## src/rtl/lock_ctrl.sv

```systemverilog
// lock_ctrl: confirm-driven lock sequencer (check, timed open, failure count, alarm lockout); optional set-password feature under LOCK_SETPW_EN
module lock_ctrl #(
    parameter int OPEN_CYC  = 16,
    parameter int ALARM_CYC = 64,
    parameter int MAX_FAIL  = 3,
    parameter int FAIL_W    = 3,
    parameter int TMR_W     = 8
) (
    input  logic              clk,
    input  logic              rst,
    input  logic              confirm,
    input  logic              close,
    input  logic              judge_ok,
    output logic              judge_en,
    output logic              unlock,
    output logic              alarm,
    output logic              busy,
    output logic              clear_entry,
    output logic [FAIL_W-1:0] fail_cnt
`ifdef LOCK_SETPW_EN
    ,
    input  logic              set_pw,
    output logic              pw_load
`endif
);
    typedef enum logic [1:0] {IDLE, CHECK, OPEN, ALARM} state_t;
    localparam logic [TMR_W-1:0]  OPEN_T  = TMR_W'(OPEN_CYC - 1);
    localparam logic [TMR_W-1:0]  ALARM_T = TMR_W'(ALARM_CYC - 1);
    localparam logic [FAIL_W:0]   MAX_F   = (FAIL_W+1)'(MAX_FAIL);
    state_t              state_q, state_d;
    logic [TMR_W-1:0]    timer_q, timer_d;
    logic [FAIL_W-1:0]   fail_q, fail_d;
    logic [FAIL_W:0]     fail_inc;
    logic                set_pw_hit;
    logic                judge_en_q, judge_en_d;
    logic                unlock_q, unlock_d;
    logic                alarm_q, alarm_d;
    logic                busy_q, busy_d;
    logic                clear_q, clear_d;
`ifdef LOCK_SETPW_EN
    logic                pw_load_q, pw_load_d;
    assign set_pw_hit = (state_q == OPEN) && set_pw && !close;
    assign pw_load    = pw_load_q;
`else
    assign set_pw_hit = 1'b0;
`endif
    assign fail_inc    = {1'b0, fail_q} + (FAIL_W+1)'(1);
    assign judge_en    = judge_en_q;
    assign unlock      = unlock_q;
    assign alarm       = alarm_q;
    assign busy        = busy_q;
    assign clear_entry = clear_q;
    assign fail_cnt    = fail_q;
    // state, counters and registered outputs
    always_ff @(posedge clk or posedge rst) begin
        if (rst) begin
            state_q    <= IDLE;
            timer_q    <= '0;
            fail_q     <= '0;
            judge_en_q <= 1'b0;
            unlock_q   <= 1'b0;
            alarm_q    <= 1'b0;
            busy_q     <= 1'b0;
            clear_q    <= 1'b0;
`ifdef LOCK_SETPW_EN
            pw_load_q  <= 1'b0;
`endif
        end else begin
            state_q    <= state_d;
            timer_q    <= timer_d;
            fail_q     <= fail_d;
            judge_en_q <= judge_en_d;
            unlock_q   <= unlock_d;
            alarm_q    <= alarm_d;
            busy_q     <= busy_d;
            clear_q    <= clear_d;
`ifdef LOCK_SETPW_EN
            pw_load_q  <= pw_load_d;
`endif
        end
    end
    // next state; judge_ok is only looked at in CHECK so an undefined value elsewhere is harmless
    always_comb begin
        state_d = state_q;
        timer_d = timer_q;
        fail_d  = fail_q;
        case (state_q)
            IDLE: if (confirm) state_d = CHECK;
            CHECK: begin
                if (judge_ok) begin
                    state_d = OPEN;
                    fail_d  = '0;
                    timer_d = OPEN_T;
                end else if (fail_inc >= MAX_F) begin
                    state_d = ALARM;
                    fail_d  = FAIL_W'(MAX_FAIL);
                    timer_d = ALARM_T;
                end else begin
                    state_d = IDLE;
                    fail_d  = fail_inc[FAIL_W-1:0];
                end
            end
            OPEN: begin
                if (close || set_pw_hit || timer_q == '0) begin
                    state_d = IDLE;
                    timer_d = '0;
                end else timer_d = timer_q - TMR_W'(1);
            end
            ALARM: begin
                if (timer_q == '0) begin
                    state_d = IDLE;
                    fail_d  = '0;
                end else timer_d = timer_q - TMR_W'(1);
            end
            default: state_d = IDLE;
        endcase
    end
    // outputs follow the state being entered; clear pulses after every check and on a password load
    always_comb begin
        judge_en_d = state_d == CHECK;
        unlock_d   = state_d == OPEN;
        alarm_d    = state_d == ALARM;
        busy_d     = state_d != IDLE;
        clear_d    = (state_q == CHECK) || set_pw_hit;
`ifdef LOCK_SETPW_EN
        pw_load_d  = set_pw_hit;
`endif
    end
endmodule
```

## config.mk

```make
export PLATFORM = sky130hd
export DESIGN_NAME = lock_ctrl
export DESIGN_NICKNAME = d
export VERILOG_FILES = /design/src/rtl/lock_ctrl.sv
export SDC_FILE = /design/constraint.sdc
export NUM_CORES = 1
export LEC_CHECK = 0
export ABC_AREA = 1
export CAP_MARGIN = 5
export CORE_MARGIN = 2
export CORE_UTILIZATION = 61
export CTS_BUF_LIST = sky130_fd_sc_hd__clkbuf_8
export CTS_CLUSTER_SIZE = 16
export DETAILED_ROUTE_END_ITERATION = 8
export PLACE_DENSITY = 0.86
export SYNTH_ARGS = -nofsm -noshare
export SYNTH_HDL_FRONTEND = slang
export SYNTH_SLANG_ARGS = --single-unit
```

## constraint.sdc

```tcl
create_clock -name clk -period 3.1 [get_ports clk]
set_input_delay 0.62 -clock clk [delete_from_list [all_inputs] [get_ports clk]]
set_output_delay 0.62 -clock clk [all_outputs]
set_load 0.01 [all_outputs]
```

==> out/metrics.yaml <==
run:
  cap_violations: 0
setup_path:
  reg2reg_to: "busy"
  crit_type: "reg2out"
  crit_fanout: 4
  cp_cell_sequence: "clkdlybuf4s50_1"
  cp_num_buf_inv: 1
  arrival_ns: 1.23
  critPathMaxStageDelay_ns: 0.56
  crit_family: "buffers and inverters"
  reg2regPathDepth: 5
  start_kind: "flop"
  critPathSlowestCell: "clkdlybuf4s50_1"
  end_kind: "output port"
  r2r_slack_ns: 1.57
  rr_startpoint: "fail_cnt[1]"
  cp.required_ns: 2.48
placement:
  post-place-ws_ns: 1.24
  dpl_cell_area_um2: 1260
  place_inst: 185
  io_buffer_count: 12
  hpwl_um: 1720
  place_congestion: 0.871
routing:
  dr.pass1.iters: 4
  via_per_inst: 5.03
  route.detailed.drc: 0
  ant_nets: 0
  routed_wl_um: 2190
  route.vias.total: 950
  drtIter0Drc: 19
  routedWlPerCell_um: 11.6
die:
  std_cell_rows: 15
  coreArea_um2: 1730
  chipWidth_um: 46.7
  ios: 13
  die_h_um: 46.7
  initial_utilization: 0.643
  dieArea_um2: 2180
clock_network:
  path_clk_slew_ns: 0.07
  cts_buffers: 3
  post-cts-setup-buffer-count: 0
  postCtsResizedCells: 0
  clkSinkCount: 18
  cts_tree: "yes"
  cts-root-buf: "clkbuf_8"
  clk_latency_ns: 0.25
  ctsHoldBuffers: 0
  htreeDepth: 1
  cts_max_path_buffers: 2
grt:
  grt_pass1_wl_um: 3680
  antenna_found_initial: 0
  met3_usage: 0.0353
  grtUsageMet1: 0.320
  grt_overflow_total: 0
  busiest_layer: "met2"
  grt.met2_usage: 0.414
  grt_start_max_net_pins: 19
  grt_usage: 0.243
  grt_pass1_vias: 853
cells_and_area:
  utilization: 0.763
  diodes: 0
  areaGrowthSynthToFinish_pct: 18.6
  drive_above_1_share: 0.146
  nets: 174
  final_cell_area_um2: 1320
  final_cells: 189
min_path:
  holdPathEnd: "timer_q[1]"
  hold_path_class: "reg2reg"
  hold_start: "timer_q[1]"
  holdPathStages: 2
logic_synthesis:
  syn_area_per_cell_um2: 7.51
  synth_area_um2: 1110
  synth-seq-cells: 18
  syn_nets: 157
  synth_xor_xnor_area_share: 0.0236
  synth_top_family_by_area: "simple AND/OR/NAND/NOR gates"
  synthCells: 148
  synth-adder-area-share: 0.0450
  synth_compound_area_frac: 0.0484
  yosys.cell_types.count: 21
  ys.warnings.count: 0
  synthSimpleGateAreaFrac: 0.394
  ys_seq_area_frac: 0.405
  synth_mux_area_frac: 0
sta:
  hold_ws_ns: 0.505
  drv_slew: 0
  layout_setup_ws_ns: 1.25
  finalCritPeriodShare: 0.598
  slew_headroom: 0.547
  hold_violations: 0
  fin_crit_ns: 1.85
  worst_slew_pin_slew_ns: 0.678
  fmax_mhz: 539
  rsz0062_at_grt: "false"
  clock_skew_ns: 0.00356
  final-setup-viol-count: 0
  setup_tns_ns: 0
pwr:
  p_leak_nw: 0.727
  ir_drop_uv: 602
  finalPower_mw: 1.31
  p_per_area_nw_per_um2: 997
outcome:
  outcome: "completed"
[cell usage after synthesis, drive strengths merged]
master,number,area [um2]
inv,24,92.6
o21ai,7,38.8
nor2,16,108
nand3,8,62.6
o22ai,1,6.26
ha,4,50.1
xor2,3,26.3
nand2,66,268
dfrtp,18,450
a21oi,1,8.76
[power by group]
part / internal [mW] / leakage [nW] / switching [mW]
Clock: 0.113 / 0.0288 / 0.0789
Sequential: 0.332 / 0.228 / 0.0841
Combinational: 0.270 / 0.471 / 0.436
[layout by cell type, fill, tap and decap left out, drive strengths merged]
cell           count
dfrtp             18
clkdlybuf4s50     12
o21ai              7
a21oi              1
ha                 4
nand2             66
nor2              16
inv               24
nand3              8
o22ai              1
xor2               3
clkbuf             4
[cell type report]
type / instances / area, um2
repair buffers: 12 / 120
multi-input cells: 106 / 568
well taps: 25 / 31.3
flip-flops and latches: 18 / 450
fillers: 130 / 409
inverters: 24 / 92.6
clock buffers: 4 / 55.1
[sequential cells by signal, summed over array words and instances (netlist names)]
signal	cells
unlock	1
state_q	2
fail_cnt	3
alarm	1
timer_q	8
busy	1
judge_en	1
clear_entry	1
[how the worst max path moves through the flow]
stage / start / to / slack, ns / depth (start not counted)
3_5_place_dp: judge_ok / timer_q[4] / 1.24 / 6
5_1_grt: fail_cnt[1] / fail_cnt[1] / 1.19 / 1
3_3_place_gp: judge_ok / timer_q[1] / 1.28 / 6
2_1_floorplan: fail_cnt[0] / busy / 1.76 / 5
6_report: fail_cnt[2] / fail_cnt[2] / 1.25 / 1
4_1_cts: fail_cnt[1] / fail_cnt[1] / 1.23 / 1
[cell families after synthesis]
kind of cell | after synthesis
AOI/OAI and AO/OA | 9
xor gates and xnor gates | 3
adders and majority gates | 4
buffers and inverters | 24
DFF | 18
and+or+nand+nor | 90
[routing by layer]
metal	share of wire	routed length [um]	up-vias
li1	-	-	477
met5	0	0	-
met1	0.44	962	445
met3	0.037	81	4
met4	0.0073	16	0
met2	0.52	1130	24
Power figures use the tool's default switching activity.
